[src/rtl/vector_stream_pkg.sv]
// vector_stream_pkg: FSM state encoding and index-width helper shared by vector_stream_tx.
package vector_stream_pkg;
    typedef enum logic {ST_IDLE, ST_SEND} state_t;
    function automatic int idx_w(input int n);
        return (n > 1) ? $clog2(n) : 1;
    endfunction
endpackage

[src/rtl/vec_hold_reg.sv]
// vec_hold_reg: single-entry window buffer with full flag; load captures din, unload frees the entry.
module vec_hold_reg #(
    parameter int W = 64
) (
    input  logic         clk,
    input  logic         rst,
    input  logic         load,
    input  logic         unload,
    input  logic [W-1:0] din,
    output logic [W-1:0] dout,
    output logic         full
);
    always_ff @(posedge clk) begin
        if (rst) begin
            dout <= '0;
            full <= 1'b0;
        end else begin
            if (load) dout <= din;
            full <= load | (full & ~unload);
        end
    end
endmodule

[src/rtl/vector_stream_tx.sv]
// vector_stream_tx: accepts an N-element window in parallel and emits it serially with en/eop.
// Define VECTOR_STREAM_TX_SKID_EN to add a holding register for zero-bubble back-to-back windows.
module vector_stream_tx
    import vector_stream_pkg::*;
#(
    parameter int N     = 4,
    parameter int DIN_W = 16
) (
    input  logic               clk,
    input  logic               rst,
    input  logic               vec_valid,
    output logic               vec_ready,
    input  logic [N*DIN_W-1:0] vec_data,
    output logic               op_dout_en,
    output logic               op_dout_eop,
    output logic [DIN_W-1:0]   op_dout,
    output logic               res_vld
);
    localparam int IW = idx_w(N);
    localparam int VW = N * DIN_W;

    state_t        state;
    logic [IW-1:0] idx;
    logic [VW-1:0] shreg, hold_data, next_data;
    logic          hold_full, xfer, last, avail;

    assign xfer      = vec_valid && vec_ready;
    assign last      = idx == IW'(N - 1);
    assign avail     = hold_full || xfer;
    assign next_data = hold_full ? hold_data : vec_data;

`ifdef VECTOR_STREAM_TX_SKID_EN
    assign vec_ready = !rst && !hold_full;
    // Transfers during a window park in the hold register; at the last element they go straight in.
    vec_hold_reg #(.W(VW)) u_hold (
        .clk    (clk),
        .rst    (rst),
        .load   (xfer && state == ST_SEND && !last),
        .unload (state == ST_SEND && last && hold_full),
        .din    (vec_data),
        .dout   (hold_data),
        .full   (hold_full)
    );
`else
    assign vec_ready = !rst && state == ST_IDLE;
    assign hold_full = 1'b0;
    assign hold_data = '0;
`endif

    always_ff @(posedge clk) begin
        if (rst) begin
            state       <= ST_IDLE;
            idx         <= '0;
            shreg       <= '0;
            op_dout_en  <= 1'b0;
            op_dout_eop <= 1'b0;
            op_dout     <= '0;
            res_vld     <= 1'b0;
        end else begin
            res_vld     <= op_dout_eop;
            op_dout_en  <= state == ST_SEND;
            op_dout_eop <= state == ST_SEND && last;
            op_dout     <= state == ST_SEND ? shreg[DIN_W-1:0] : '0;
            if (state == ST_IDLE) begin
                idx <= '0;
                if (xfer) begin
                    shreg <= vec_data;
                    state <= ST_SEND;
                end
            end else begin
                idx   <= last ? '0 : idx + IW'(1);
                shreg <= (last && avail) ? next_data : shreg >> DIN_W;
                if (last && !avail) state <= ST_IDLE;
            end
        end
    end
endmodule

[config.mk]
export PLATFORM = sky130hd
export DESIGN_NAME = vector_stream_tx
export DESIGN_NICKNAME = d
export VERILOG_FILES = /design/src/rtl/vector_stream_pkg.sv /design/src/rtl/vec_hold_reg.sv /design/src/rtl/vector_stream_tx.sv
export SDC_FILE = /design/constraint.sdc
export NUM_CORES = 1
export LEC_CHECK = 0
export BUFFER_PORTS_ARGS = -buffer_cell sky130_fd_sc_hd__clkbuf_2
export CORE_ASPECT_RATIO = 2
export CORE_MARGIN = 2
export CORE_UTILIZATION = 25
export CTS_CLUSTER_DIAMETER = 60
export DETAILED_ROUTE_END_ITERATION = 10
export PLACE_DENSITY = 0.52
export SLEW_MARGIN = 10
export SYNTH_ARGS = -nofsm -noshare
export SYNTH_HDL_FRONTEND = slang
export SYNTH_SLANG_ARGS = --single-unit
[constraint.sdc]
create_clock -name clk -period 3.25 [get_ports clk]
set_input_delay 0.325 -clock clk [delete_from_list [all_inputs] [get_ports clk]]
set_output_delay 0.325 -clock clk [all_outputs]
set_load 0.01 [all_outputs]
# Word level (Yosys, flattened, before mapping)
# Cells that the tools add are included.
dict set report word_totals {
  regBits 86
  input_bits 67
  elab_cells 26
}
dict set report op_classes {
  add_sub_neg 1
  eq_ne 1
  muxes 6
  bitwise_logic 1
  reduce_logical 10
}
# cell n
set op_table {}
lappend op_table {{$mux W64} 3}
lappend op_table {{$logic_and A1 B1 Y1} 5}
lappend op_table {{$mux W1} 3}
lappend op_table {{$reduce_or A3 Y1} 1}
lappend op_table {{$add A2 B1 Y2 const B} 1}
lappend op_table {{$eq A2 B2 Y1 const B} 1}
lappend op_table {{$logic_not A1 Y1} 2}
lappend op_table {{$reduce_bool A2 Y1} 1}
lappend op_table {{$reduce_or A2 Y1} 1}
lappend op_table {{$not A1 Y1} 1}

# Longest topological paths before layout
dict set report logic_depth {
  word_depth 7
  mapped_depth 5
  mapped_depth_nobuf 2
}

# Least setup slack after synthesis
# Ideal clock, no wire load.
dict set report synth_path {
  kind {input to output}
  startpoint {input port rst}
  endpoint {output port vec_ready}
  t_arrival_ps 1035
  setup_slack_ps 1890
  path_stages 5
  n_path_buf 3
  path_cell_list {buf_2 -> or2_1 -> buf_2 -> buf_2 -> inv_2}
}
dict set report synth_between {
  elab_chain_cells 2
}
# item line_no
set synth_rtl {}
lappend synth_rtl {{from (decl)} vector_stream_tx.sv:10} ;# input logic rst,
lappend synth_rtl {{$logic_not A1 Y1} vector_stream_tx.sv:45} ;# assign vec_ready = !rst && state == ST_IDLE;
lappend synth_rtl {{$logic_and A1 B1 Y1} vector_stream_tx.sv:45}
lappend synth_rtl {{to (decl)} vector_stream_tx.sv:12} ;# output logic vec_ready,
# No other way between the ends.

# Worst setup path after layout
dict set report layout_path {
  startpoint {register state}
  endpoint {output port vec_ready}
}
dict set report layout_between {
  elab_chain_cells 2
}
# item line_no
set layout_rtl {}
lappend layout_rtl {{from (decl)} vector_stream_tx.sv:22} ;# state_t state;
lappend layout_rtl {{from (signal assigned)} vector_stream_tx.sv:52} ;# state <= ST_IDLE;
lappend layout_rtl {{from (signal assigned)} vector_stream_tx.sv:68} ;# state <= ST_SEND;
lappend layout_rtl {{from (signal assigned)} vector_stream_tx.sv:73} ;# if (last && !avail) state <= ST_IDLE;
lappend layout_rtl {{$not A1 Y1} --}
lappend layout_rtl {{$logic_and A1 B1 Y1} vector_stream_tx.sv:45}
# No other way between the ends.

==> flow_summary.rst <==
.. list-table::
   :header-rows: 1

   * - Metric
     - Value
   * - Status
     - finished clean
   * - H-tree depth reported by CTS
     - 3
   * - Overall routing resource usage
     - 11.8%
   * - Post-DP HPWL
     - 6250 um
   * - Number of sinks handled by clock tree synthesis
     - 86
   * - # DRC
     - 0
   * - Largest voltage drop on the vdd net
     - 0.214 mV
   * - Synth warn
     - 0
   * - Max transition margin
     - 25.2%
   * - Post-Route Utilization
     - 31.6%
   * - Top cell type's share of synthesized area
     - 48.5%
   * - Maximum clock insertion buffer count
     - 2
   * - Min cycle time layout
     - 1.88 ns
   * - Netlist cell types
     - 18
   * - Placeable core region
     - 13900 sq um
   * - Die width
     - 88.2 um
   * - Worst clock skew on the final layout
     - 0.00568 ns
   * - RSZ-0062 raised after global routing
     - no
   * - Number of ports placed on the die boundary
     - 87
   * - Area growth, synth to finish
     - 23.7%
   * - Fin cells
     - 583
   * - Proportion of synthesized chip area in sequential cells
     - 48.5%
   * - Overall via count from detail_route
     - 2459
   * - Hold/Removal Path Class
     - input pin to register
   * - Rows
     - 61
   * - Critical Path, Cell by Cell
     - or2_1 > inv_2 > clkbuf_2
   * - Count of inserted antenna diode cells
     - 0
   * - Max-cap check violation count
     - 0
   * - Synth Cell Area
     - 3550 sq um
   * - Commonest non-fill, non-tap cells in the layout
     - dfxtp_1 (86), clkbuf_2 (85), mux2i_1 (64), nor2b_1 (49), a211oi_2 (28)
   * - Initial core utilization
     - 25.5%
   * - Slew at the pin with the worst max-slew slack
     - 1.12 ns
   * - Number of global-route vias before repair
     - 2517
   * - Required time at the endpoint of the critical path
     - 2.92 ns
   * - Average routed wire per standard cell
     - 14.7 um
   * - Setup repair bufs after CTS
     - 0
   * - Leading cell types by total area after synthesis
     - dfxtp_1 (49%), mux2i_1 (18%), a211oi_2 (9.9%)
   * - Final worst-path cycle share
     - 57.9%
   * - Number of buffers added by the clock tree synthesis step
     - 9
   * - Number of inserted filler cells in the final layout
     - 1502
   * - CTS tree
     - done
   * - Number of buffers inserted by hold repair at cts
     - 0
   * - Antenna violations before repair
     - 0
   * - Crit path kind
     - register to output pin
   * - Post-synth top area cell
     - dfxtp_1
   * - Crit path arrival time
     - 1.56 ns
   * - Number of antenna-violating nets in the routed design
     - 0
   * - Startpoint type of the worst setup path
     - register
   * - Total power divided by cell area
     - 564 nW/um^2
   * - Gr ovfl total
     - 0
   * - Critical path capture point type
     - output pin
   * - Final hold violation count
     - 0
   * - Aggregate negative setup slack
     - 0 ns
   * - Critical path peak fanout
     - 18
   * - Power consumption
     - 2.48 mW
   * - P_leak
     - 1.93 nW
   * - Pre-antenna DRT Iters
     - 3
   * - Global placement routability congestion
     - 0.703
   * - Largest incremental delay on the critical path
     - 0.63 ns
   * - Slowest-stage cell, CP
     - dfxtp_1
   * - Vias per std cell
     - 4.22
   * - Final-report setup violation count
     - 0
   * - IO buf count
     - 86
   * - Global-route wire length before repair
     - 13100 um
   * - Post-Synthesis Mean Instance Area
     - 11.3 sq um
   * - Iter 0 DRT Violations
     - 57
   * - Number of pins exceeding their max-slew limit in the final report
     - 0
   * - Post-Synthesis Net Count
     - 383
   * - Skew-Pair Late Insertion Delay
     - 0.34 ns
   * - Layout cells sized above 1
     - 34.0%
   * - Die outline height
     - 172 um
   * - Largest net degree at the start of global routing
     - 66
   * - Cell Count Post-Placement
     - 567
   * - Total Die Area
     - 15200 sq um
   * - Quantity of gates resized following cts
     - 0
   * - Clock transition at the registers of the reported paths
     - 0.06 ns
   * - Root buffer cell
     - clkbuf_16
   * - Gate Count Post-Synth
     - 315
   * - Total Routed Length
     - 8590 um
   * - Synthesis-stage register bit count
     - 86
   * - Final Net Count
     - 457
   * - Most common library cell in the layout ignoring fill and taps
     - dfxtp_1
   * - Maximum clock frequency
     - 532 MHz
## registers in the layout (all words and copies together), names as in the netlist
signal	flops
op_dout_en	1
shreg	64
op_dout_eop	1
op_dout	16
res_vld	1
idx	2
state	1
## routing by layer
layer	up-vias	global-route usage [%]	share of wire (%)
met5	-	0	0
met4	0	6.92	3.3
met3	16	2.29	3.8
met2	60	21.3	55
met1	1134	12.3	38
li1	1249	-	-
## cell type report
cell class | count | area [sq um] | area share [%]
flip-flops and latches | 86 | 1720 | 39.2
multi-input cells | 201 | 1670 | 38.0
repair buffers | 89 | 455 | 10.4
clock buffers | 11 | 243 | 5.53
well taps | 189 | 236 | 5.39
clock inverters | 5 | 58.8 | 1.34
inverters | 2 | 7.51 | 0.171
## critical path, delay by kind of cell (launching register included)
family                 cells  cell delay, ns
DFF                        1            0.63
buffers and inverters      2            0.17
and+or+nand+nor            1            0.41
## path summary, 6_finish.rpt
kind                                   startpoint                      to  slack, ns  depth (start not counted)
worst min-delay path                 vec_data[63]  shreg[63]$_SDFFE_PP0P_       0.22                          3
worst min register to register  idx[0]$_SDFF_PP0_       idx[0]$_SDFF_PP0_       0.43                          1
worst max register to register   state$_SDFF_PP0_  shreg[13]$_SDFFE_PP0P_       1.55                          2
worst max-delay path             state$_SDFF_PP0_               vec_ready       1.37                          3
## per-stage QoR
step | area [sq um] | hold slack, ns | setup WS [ns]
2_1_floorplan | 3550 | 0.399 | 1.89
3_3_place_gp | 4090 | 0.410 | 1.46
3_5_place_dp | 4090 | 0.416 | 1.45
4_1_cts | 4390 | 0.214 | 1.28
5_1_grt | 4390 | 0.248 | 1.16
6_report | 4390 | 0.225 | 1.37
## cells in the mapped netlist (all sizes together)
master  instances
a211oi         49
or2             1
mux2i          64
and2           17
and2b           1
nor2           17
nor4            1
ha              1
clkbuf         11
inv             2
and3b           1
dfxtp          86
buf            15
nor2b          49
## logic make-up (layout without fill, tap and decap cells)
family          after synthesis  in the layout  share of synthesized area (%)
fa+ha+maj                     1              1                          0.353
flops                        86             86                           48.5
mux                          64             64                           18.1
simple gates                 87             87                           14.2
buf+inv                      28            107                           4.51
compound gates               49             49                           14.3
## power by group
group          internal, mW  switching [mW]
clock network         0.616           0.416
registers              1.12          0.0388
logic                 0.136           0.145
total                  1.88           0.600
(Power assumes the default switching activity.)
